--- src/rtl/led_matrix_scanner.sv ---
// Refresh engine for a 16x32 active-low LED matrix: fetches one row from the
// tiled frame buffer, shifts it out to the column drivers, latches it and lights it.
module led_matrix_scanner #(
    parameter logic [31:0] FRAME_BASE = 32'h0000_0000,
    parameter int          ROW_HOLD   = 1000
) (
    input  logic        clk,
    input  logic        reset,
    input  logic        en,
    input  logic [3:0]  frame_sel,
    output logic [31:0] mem_a,
    output logic        mem_cs,
    input  logic [31:0] mem_rd,
    output logic        col_sdo,
    output logic        col_sclk,
    output logic        col_latch,
    output logic [3:0]  row_sel,
    output logic        row_oe_n,
    output logic        frame_done
);

    localparam int HOLD_W = (ROW_HOLD > 1) ? $clog2(ROW_HOLD) : 1;
    localparam logic [HOLD_W-1:0] HOLD_LAST = HOLD_W'(ROW_HOLD - 1);

    typedef enum logic [2:0] {
        IDLE,
        FETCH,
        SHIFT,
        LATCH,
        DISPLAY
    } state_t;

    state_t            state_q;
    logic [3:0]        frame_q;
    logic [3:0]        row_q;
    logic [1:0]        tile_q;
    logic [4:0]        bit_q;
    logic              phase_q;
    logic [HOLD_W-1:0] hold_q;
    logic [31:0]       shift_q;

    logic [31:0]       mem_a_q;
    logic              mem_cs_q;
    logic              col_sdo_q;
    logic              col_sclk_q;
    logic              col_latch_q;
    logic [3:0]        row_sel_q;
    logic              row_oe_n_q;
    logic              frame_done_q;

    logic [7:0]        rowByte_d;
    logic [31:0]       assembled_d;
    logic [3:0]        nextRow_d;

    // Word k of a tile packs rows k, k+4, k+8, k+12 as consecutive bytes.
    function automatic logic [31:0] wordAddr(input logic [3:0] frame,
                                             input logic [3:0] row,
                                             input logic [1:0] tile);
        return FRAME_BASE + {22'd0, frame, tile, row[1:0], 2'b00};
    endfunction

    always_comb begin
        rowByte_d = mem_rd[7:0];
        case (row_q[3:2])
            2'd0:    rowByte_d = mem_rd[7:0];
            2'd1:    rowByte_d = mem_rd[15:8];
            2'd2:    rowByte_d = mem_rd[23:16];
            default: rowByte_d = mem_rd[31:24];
        endcase
    end

    assign assembled_d = {shift_q[23:0], rowByte_d};
    assign nextRow_d   = row_q + 4'd1;

    // Every output is a register written only here; the first column bit is
    // placed on col_sdo as FETCH ends so it has a full cycle of setup.
    always_ff @(posedge clk or posedge reset) begin
        if (reset) begin
            state_q      <= IDLE;
            frame_q      <= 4'd0;
            row_q        <= 4'd0;
            tile_q       <= 2'd0;
            bit_q        <= 5'd0;
            phase_q      <= 1'b0;
            hold_q       <= '0;
            shift_q      <= 32'd0;
            mem_a_q      <= 32'd0;
            mem_cs_q     <= 1'b1;
            col_sdo_q    <= 1'b0;
            col_sclk_q   <= 1'b0;
            col_latch_q  <= 1'b0;
            row_sel_q    <= 4'd0;
            row_oe_n_q   <= 1'b1;
            frame_done_q <= 1'b0;
        end else begin
            frame_done_q <= 1'b0;
            case (state_q)
                IDLE: begin
                    mem_cs_q   <= 1'b1;
                    row_oe_n_q <= 1'b1;
                    if (en) begin
                        row_q    <= 4'd0;
                        frame_q  <= frame_sel;
                        tile_q   <= 2'd0;
                        mem_a_q  <= wordAddr(frame_sel, 4'd0, 2'd0);
                        mem_cs_q <= 1'b0;
                        state_q  <= FETCH;
                    end
                end

                FETCH: begin
                    shift_q <= assembled_d;
                    if (tile_q == 2'd3) begin
                        mem_cs_q   <= 1'b1;
                        col_sdo_q  <= assembled_d[31];
                        col_sclk_q <= 1'b0;
                        bit_q      <= 5'd0;
                        phase_q    <= 1'b0;
                        state_q    <= SHIFT;
                    end else begin
                        tile_q  <= tile_q + 2'd1;
                        mem_a_q <= wordAddr(frame_q, row_q, tile_q + 2'd1);
                    end
                end

                SHIFT: begin
                    if (!phase_q) begin
                        col_sclk_q <= 1'b1;
                        phase_q    <= 1'b1;
                    end else begin
                        col_sclk_q <= 1'b0;
                        phase_q    <= 1'b0;
                        if (bit_q == 5'd31) begin
                            col_latch_q <= 1'b1;
                            row_sel_q   <= row_q;
                            state_q     <= LATCH;
                        end else begin
                            shift_q   <= {shift_q[30:0], 1'b0};
                            col_sdo_q <= shift_q[30];
                            bit_q     <= bit_q + 5'd1;
                        end
                    end
                end

                LATCH: begin
                    col_latch_q <= 1'b0;
                    row_oe_n_q  <= 1'b0;
                    hold_q      <= '0;
                    state_q     <= DISPLAY;
                end

                DISPLAY: begin
                    if (hold_q == HOLD_LAST) begin
                        row_oe_n_q <= 1'b1;
                        hold_q     <= '0;
                        if (row_q != 4'd15) begin
                            row_q    <= nextRow_d;
                            tile_q   <= 2'd0;
                            mem_a_q  <= wordAddr(frame_q, nextRow_d, 2'd0);
                            mem_cs_q <= 1'b0;
                            state_q  <= FETCH;
                        end else begin
                            frame_done_q <= 1'b1;
                            if (en) begin
                                row_q    <= 4'd0;
                                frame_q  <= frame_sel;
                                tile_q   <= 2'd0;
                                mem_a_q  <= wordAddr(frame_sel, 4'd0, 2'd0);
                                mem_cs_q <= 1'b0;
                                state_q  <= FETCH;
                            end else begin
                                state_q <= IDLE;
                            end
                        end
                    end else begin
                        hold_q <= hold_q + HOLD_W'(1);
                    end
                end

                default: begin
                    state_q <= IDLE;
                end
            endcase
        end
    end

    assign mem_a      = mem_a_q;
    assign mem_cs     = mem_cs_q;
    assign col_sdo    = col_sdo_q;
    assign col_sclk   = col_sclk_q;
    assign col_latch  = col_latch_q;
    assign row_sel    = row_sel_q;
    assign row_oe_n   = row_oe_n_q;
    assign frame_done = frame_done_q;

endmodule

--- config.mk ---
export PLATFORM = sky130hd
export DESIGN_NAME = led_matrix_scanner
export DESIGN_NICKNAME = d
export VERILOG_FILES = /design/src/rtl/led_matrix_scanner.sv
export SDC_FILE = /design/constraint.sdc
export NUM_CORES = 1
export LEC_CHECK = 0
export ABC_AREA = 1
export BUFFER_PORTS_ARGS = -buffer_cell sky130_fd_sc_hd__buf_2
export CAP_MARGIN = 20
export CORE_UTILIZATION = 60
export CTS_BUF_LIST = sky130_fd_sc_hd__clkbuf_2 sky130_fd_sc_hd__clkbuf_4 sky130_fd_sc_hd__clkbuf_8
export CTS_CLUSTER_SIZE = 24
export DETAILED_ROUTE_END_ITERATION = 8
export PLACE_DENSITY = 0.91
export SYNTH_ARGS = -nofsm -noshare
export SYNTH_HDL_FRONTEND = slang
export SYNTH_SLANG_ARGS = --single-unit
--- constraint.sdc ---
create_clock -name clk -period 6.5 [get_ports clk]
set_input_delay 0.975 -clock clk [delete_from_list [all_inputs] [get_ports clk]]
set_output_delay 0.975 -clock clk [all_outputs]
set_load 0.005 [all_outputs]
==> results.toml, run 1 <==
[run_status]
status = "finished, final reports clean"

[global_routing]
grt_max_degree = 85
grt_usage = 0.259
grt_pass1_vias = 4010
grt_pass1_wl_mm = 17.9
grt_remaining_overflow = 0
antenna_found_initial = 0

[detailed_routing]
wl_per_cell_um = 13.4
viasPerCell = 5.36
drcViolationCount = 0
routed_wl_mm = 10.7
drt-initial-drc-count = 258
num_vias = 4290
drt-pass1-iter-count = 5
antenna_left = 0

[setup_path]
cp_common_cell = "nand2_1"
cp-start-kind = "flop"
critPathMaxStageDelay_ns = 0.63
end_kind = "flop"
cp_max_fo = 66
cp_slowest_cell = "nand3_4"
critPathTopFamily = "simple AND/OR/NAND/NOR gates"
arrival_ns = 3.18
required_ns = 6.75
worstPathCellList = "inv_4 -> nand3_2 -> nand2_1 -> nand3_4 -> o21ai_0 -> nand2_1"
crit_type = "reg -> reg"
cp.buffers_inverters = 1

[placement]
dp_hpwl_mm = 7.44
io_buffers = 80
place_congestion = 0.887
place_ws_ns = 3.66

[die]
start_util = 0.622
coreArea_mm2 = 0.00822
rows = 33
fp.dieH_um = 94.3
io_pins = 81
dieArea_mm2 = 0.00889
fp.dieW_um = 94.3

[synth]
synth_fa_ha_area_frac = 0.0122
ys_warn_count = 0
yosysTopAreaCellShare = 0.485
synth-xor-area-share = 0.00685
syn-num-nets = 662
synth_edf_count = 0
ys_top_cells_by_area = "dfrtp_1 (48%), nand2_1 (16%), o21ai_0 (5.7%)"
synthMuxAreaShare = 0
synth_compound_area_frac = 0.0967
synthCells = 618
async_flop_share = 1.00
synth_simple_gate_area_frac = 0.312
synth_cell_type_count = 35
synth_area_mm2 = 0.00511
synth_top_family_by_area = "simple AND/OR/NAND/NOR gates"
ys_seq_elements = 101
synthFlopType = "dfrtp_1"
syn_area_per_cell_um2 = 8.27
ys_seq_area_frac = 0.495
yosys.area.top_type = "dfrtp_1"

[clock_network]
insertion_delay_ns = 0.37
cts-resized-gates = 0
clock-sinks = 101
root_buffer = "clkbuf_8"
cts_buffers = 9
postCtsSetupBuffers = 0
cts_hold_buf = 0
htree_levels = 3
clockBufferDepth = 2
path_clk_slew_ns = 0.10
cts_tree = "yes"

[timing]
setup_viol = 0
slew_headroom = 0.458
tns_ns = 0
final-hold-violation-count = 0
setup_ws_ns = 3.57
rsz0062_at_grt = "no"
fin_crit_sh = 0.451
fmax_ghz = 0.341
report.final.slew_viol_count = 0
worstMarginPinSlew_ns = 0.814
fin_worst_hold_slack_ns = 0.484
fin_crit_ns = 2.93
finClkSkew_ns = 0.0101

[power]
leakagePower_uw = 0.00308
power-per-cell-area_mw_per_mm2 = 190
ir_drop_v = 0.000121

[cells_and_area]
fill_cells = 641
ff_latch_area_mm2 = 0.00253
area_growth_pct = 10.9
multi_input_area_mm2 = 0.00219
num_antenna_cells = 0
drive_gt1_frac = 0.220
fin_nets = 734

[worst_hold_path]
min_path_type = "reg -> reg"

[flow_run]
maxCapViolCount = 0
path summary, 6_finish.rpt:
| kind | endpoint | cells past startpoint | start | slack, ns |
|---|---|---|---|---|
| worst max-delay path | col_sdo | 6 | state_q[2] | 3.57 |
| worst min-delay path | mem_a[2] | 2 | mem_a[2] | 0.48 |
| worst max register to register | col_sdo | 6 | state_q[2] | 3.57 |
| worst min register to register | mem_a[2] | 2 | mem_a[2] | 0.48 |
| max in group asynchronous | mem_cs | 4 | reset | 5.11 |
| min in group asynchronous | mem_a[30] | 2 | reset | 0.52 |
cells by family (layout without fill, tap and decap cells):
group / after synthesis / in the layout
AOI/OAI and AO/OA: 85 / 85
xor gates and xnor gates: 4 / 4
adders and majority gates: 5 / 5
buffers and inverters: 70 / 147
DFF: 101 / 101
and+or+nand+nor: 353 / 353
per-layer routing:
layer,global-route usage,routed length [um],vias up
met5,0,0,-
met4,0.0949,211,0
met3,0.0623,534,21
li1,-,-,2095
met1,0.339,4840,2045
met2,0.415,5160,129
cells in the mapped netlist, types with 4 or more instances:
master	count
ha_1	5
buf_2	7
nand3_1	22
nand3b_1	5
buf_12	5
or2_2	8
nor2_1	40
o21ai_0	58
nand4_1	8
nand2_1	220
and2_1	24
inv_1	45
o21ai_2	16
buf_6	4
xor2_1	4
nand2_2	13
dfrtp_1	99
placed cells by master, fill, tap and decap left out, drive strengths merged:
master    count
clkinv        2
o22ai         3
nor2         44
inv          51
bufinv        1
ha            5
xor2          4
o211ai        1
or2           8
clkinvlp      2
nor3b         1
nand4         8
a21oi         3
dfstp         2
dfrtp        99
buf          82
nand3        27
o21ai        77
nand3b        5
o31ai         1
nand2       235
nor3          1
clkbuf        9
and2         24
flip-flops by register name, summed over array words and instances (netlist names):
| register | count |
|---|---|
| col_sdo | 1 |
| state_q | 3 |
| row_oe_n | 1 |
| row_sel | 4 |
| tile_q | 2 |
| hold_q | 10 |
| col_latch | 1 |
| mem_a | 32 |
| shift_q | 31 |
| row_q | 4 |
| bit_q | 5 |
| mem_cs | 1 |
| col_sclk | 1 |
| frame_done | 1 |
| frame_q | 4 |
per-stage QoR:
| step | instance area (um2) | std cells | util | power (uW) |
|---|---|---|---|---|
| floorplan | 5110 | 618 | - | 665 |
| global placement | 5450 | 783 | 0.663 | 682 |
| detailed placement | 5450 | 783 | 0.663 | 684 |
| CTS | 5640 | 799 | 0.687 | 1080 |
| global route | 5670 | 800 | 0.690 | 1110 |
| finish | 5670 | 800 | 0.690 | 1080 |
report_power, final:
group	leakage, uW	total, uW	internal [uW]	switching [uW]
Combinational	0.00166	41.0	16.7	24.2
Clock	0.0000960	403	179	223
Sequential	0.00132	632	630	1.84
Total	0.00308	1080	827	249
cell type report:
class                      instances  area share
clock inverter                     7      0.0128
sequential                       101       0.446
multi-input combinational        447       0.386
clock buffer                       9      0.0218
inverter                          49      0.0333
tap                              105      0.0232
timing repair buffer              82      0.0768
tightest hold or removal path: stages (launching register included):
cell	delay (ns)
dfrtp_1	0.36
nand2_1	0.05
nand2_1	0.05
Note: power is estimated with default switching activity, not from simulation.
==> run 2: changes to the inputs <==
- CORE_UTILIZATION: 60 -> 59
- PLACE_DENSITY: 0.91 -> 0.9
- clock period: 6.5 -> 2.9 ns (I/O delays scaled with it)
==> results.toml, run 2 (same netlist as run 1, synthesis figures left out) <==
[global_routing]
grt_pass1_wl_mm = 18.6
grt_usage = 0.266
grt_max_degree = 60
antenna_found_initial = 0
grt_pass1_vias = 4139
grt_remaining_overflow = 0

[placement]
dp_hpwl_mm = 7.93
io_buffers = 80
placedCellCount = 786
place_congestion = 0.867
place_ws_ns = 0.784

[timing]
worstMarginPinSlew_ns = 0.752
tns_ns = 0
fin_crit_ns = 2.15
rsz0062_at_grt = "no"
report.final.slew_viol_count = 0
setup_ws_ns = 0.746
slew_headroom = 0.497
finClkSkew_ns = 0.00764
fin_crit_sh = 0.743
setup_viol = 0
final-hold-violation-count = 0
fmax_ghz = 0.464

[die]
io_pins = 81
fp.dieW_um = 95.1
dieArea_mm2 = 0.00904
coreArea_mm2 = 0.00830
start_util = 0.616
fp.dieH_um = 95.1
rows = 33

[clock_network]
clockBufferDepth = 2
clock-sinks = 101
htree_levels = 3
root_buffer = "clkbuf_8"
postCtsSetupBuffers = 0
cts_tree = "yes"
cts_buffers = 9
cts_hold_buf = 0
insertion_delay_ns = 0.36
path_clk_slew_ns = 0.09
cts-resized-gates = 0

[detailed_routing]
routed_wl_mm = 11.0
drcViolationCount = 0
viasPerCell = 5.37
drt-initial-drc-count = 239
drt-pass1-iter-count = 5
num_vias = 4307
antenna_left = 0
wl_per_cell_um = 13.7

[cells_and_area]
fin_util = 0.689
area_growth_pct = 11.9
fin_cells = 802
largest_register_ffs = 32
layout_commonest_cell = "nand2_1"
num_antenna_cells = 0
fin_nets = 736
drive_gt1_frac = 0.222
layout_common_cells = "nand2_1 (220), dfrtp_1 (99), buf_2 (80), o21ai_0 (58), inv_1 (44)"

[setup_path]
required_ns = 3.15
r2r_slack_ns = 0.75
regToRegStartpoint = "row_q[0]"
cp_max_fo = 34
cp-start-kind = "flop"
arrival_ns = 2.40
rr_worst_depth = 6
crit_type = "reg -> reg"
worstReg2RegEnd = "mem_a[31]"
end_kind = "flop"

[power]
ir_drop_v = 0.000276
leakagePower_uw = 0.00311
power-per-cell-area_mw_per_mm2 = 438
fin_total_pwr_uw = 2510

[worst_hold_path]
min_path_type = "in -> async"

[flow_run]
maxCapViolCount = 0

[run_status]
status = "finished, final reports clean"
## run 2: critical path, stage by stage, from the launching register on
cell and delay, ns:
dfrtp_1 0.47, ha_1 0.28, nand3_1 0.23, nand3_1 0.32, nand3_2 0.18, nand3_4 0.28
and2_1 0.27
## run 2: metal layers
| layer | vias up | wire length, um | GRT usage |
|---|---|---|---|
| met5 | - | 0 | 0 |
| met4 | 0 | 346 | 0.119 |
| met3 | 43 | 590 | 0.0598 |
| met2 | 161 | 5270 | 0.416 |
| met1 | 2002 | 4800 | 0.355 |
| li1 | 2101 | - | - |
## run 2: cell type report
class,count,area (um2)
well taps,105,131
inverters,49,190
flip-flops and latches,101,2530
repair buffers,84,455
clock inverters,5,82.6
multi-input cells,447,2190
clock buffers,11,145
fillers,623,2580
## run 2: how the worst max path moves through the flow
stage / start / to / slack, ns / cells after the start
2_1_floorplan: row_q[0] / mem_a[10] / 1.21 / 7
3_3_place_gp: state_q[2] / shift_q[2] / 0.88 / 9
3_5_place_dp: row_q[0] / mem_a[31] / 0.78 / 6
4_1_cts: row_q[0] / mem_a[31] / 0.76 / 6
5_1_grt: row_q[0] / mem_a[31] / 0.58 / 6
6_report: row_q[0] / mem_a[31] / 0.75 / 6
## run 2: through the flow
stage | area (um2) | hold WS (ns)
5_1_grt | 5720 | 0.223
4_1_cts | 5720 | 0.204
3_3_place_gp | 5490 | 0.451
3_5_place_dp | 5490 | 0.455
6_report | 5720 | 0.193
2_1_floorplan | 5110 | 0.446
## run 2: where the power goes
group,switching (uW),internal (uW),leakage [uW]
Clock,476,523,0.000117
Combinational,53.5,36.4,0.00167
Sequential,3.29,1410,0.00132
==> run 3: changes to the inputs <==
- clock period: 2.9 -> 2.2 ns (I/O delays scaled with it)
==> results.toml, run 3 (same netlist as run 1, synthesis figures left out) <==
[run_status]
status = "finished, final reports clean"

[setup_path]
crit_type = "reg -> reg"
rr_worst_depth = 7
cp_max_fo = 66
required_ns = 2.45
cp-start-kind = "flop"
arrival_ns = 2.16
end_kind = "flop"

[die]
start_util = 0.616
coreArea_mm2 = 0.00830
fp.dieH_um = 95.1
io_pins = 81
dieArea_mm2 = 0.00904
fp.dieW_um = 95.1
rows = 33

[placement]
dp_hpwl_mm = 7.77
io_buffers = 80
placedCellCount = 787
place_congestion = 0.856

[timing]
fmax_ghz = 0.522
rsz0062_at_grt = "no"
setup_viol = 0
report.final.slew_viol_count = 0
fin_crit_ns = 1.92
slew_headroom = 0.634
worstMarginPinSlew_ns = 0.549
fin_crit_sh = 0.872
tns_ns = 0
final-hold-violation-count = 0
fin_worst_hold_slack_ns = 0.163
finClkSkew_ns = 0.0131

[cells_and_area]
fin_cells = 804
drive_gt1_frac = 0.223
largest_register_ffs = 32
num_antenna_cells = 0
fin_nets = 738
layout_commonest_cell = "nand2_1"
ff_latch_area_mm2 = 0.00253
multi_input_area_mm2 = 0.00219
layout_common_cells = "nand2_1 (220), dfrtp_1 (99), buf_2 (80), o21ai_0 (58), inv_1 (44)"
area_growth_pct = 11.8
fill_cells = 636

[detailed_routing]
wl_per_cell_um = 13.8
routed_wl_mm = 11.1
drt-pass1-iter-count = 5
viasPerCell = 5.38
drcViolationCount = 0
antenna_left = 0
drt-initial-drc-count = 317
num_vias = 4322

[power]
leakagePower_uw = 0.00309
ir_drop_v = 0.000388
power-per-cell-area_mw_per_mm2 = 549

[global_routing]
grt_remaining_overflow = 0
grt_pass1_wl_mm = 18.4
antenna_found_initial = 0
grt_max_degree = 87
grt_usage = 0.263
grt_pass1_vias = 4001

[clock_network]
path_clk_slew_ns = 0.10
cts_buffers = 9
clock-sinks = 101
cts-resized-gates = 0
insertion_delay_ns = 0.38
htree_levels = 3
clockBufferDepth = 2
root_buffer = "clkbuf_8"
cts_tree = "yes"

[worst_hold_path]
min_path_type = "in -> reg"
min_path_cells = 3

[flow_run]
maxCapViolCount = 0
run 3: routing by layer:
layer  wire length [um]  global-route usage  share of wire
met5                  0                   0              0
met4                187              0.0795          0.017
met3                598              0.0494          0.054
met2               5260               0.414           0.48
met1               5020               0.370           0.45
run 3: per-stage QoR:
stage	power [uW]	area, um2	worst slack, ns	util
CTS	3150	5710	0.289	0.688
global placement	2020	5510	0.394	0.664
floorplan	1970	5110	0.509	-
global route	3240	5710	0.0875	0.688
detailed placement	2020	5510	0.307	0.664
finish	3140	5710	0.283	0.688
run 3: final timing paths:
path                                    from         end  slack [ns]
worst max-delay path              state_q[2]     col_sdo        0.28
worst min-delay path            frame_sel[2]  frame_q[2]        0.16
worst max register to register    state_q[2]     col_sdo        0.28
worst min register to register      mem_a[6]    mem_a[6]        0.48
max in group asynchronous              reset  shift_q[1]        0.98
min in group asynchronous              reset   mem_a[20]        0.47
run 3: area by class of cell:
class	instances	share of cell area
Inverter	49	0.0333
Sequential cell	101	0.443
Tap cell	105	0.0230
Clock buffer	10	0.0241
Multi-Input combinational cell	447	0.383
Timing Repair Buffer	86	0.0850
Clock inverter	6	0.00898
run 3: what timing repair did:
action                                 4_1_cts  5_1_grt
hold buffers                                 1        0
setup endpoints to repair                    0        0
endpoints found under the hold margin       15        0
setup buffers                                0        0
run 3: critical path: stages, from the launching register on:
cell,delay [ns]
dfrtp_1,0.50
inv_4,0.14
nand3_2,0.27
nand2_1,0.22
nand3_4,0.10
buf_12,0.21
o21ai_0,0.21
nand2_1,0.12
run 3: power by group:
part	switching [uW]	internal [uW]	leakage, uW	total [uW]
sequential	4.34	1860	0.00132	1870
combinational	71.5	48.1	0.00168	120
clock	688	461	0.0000943	1150
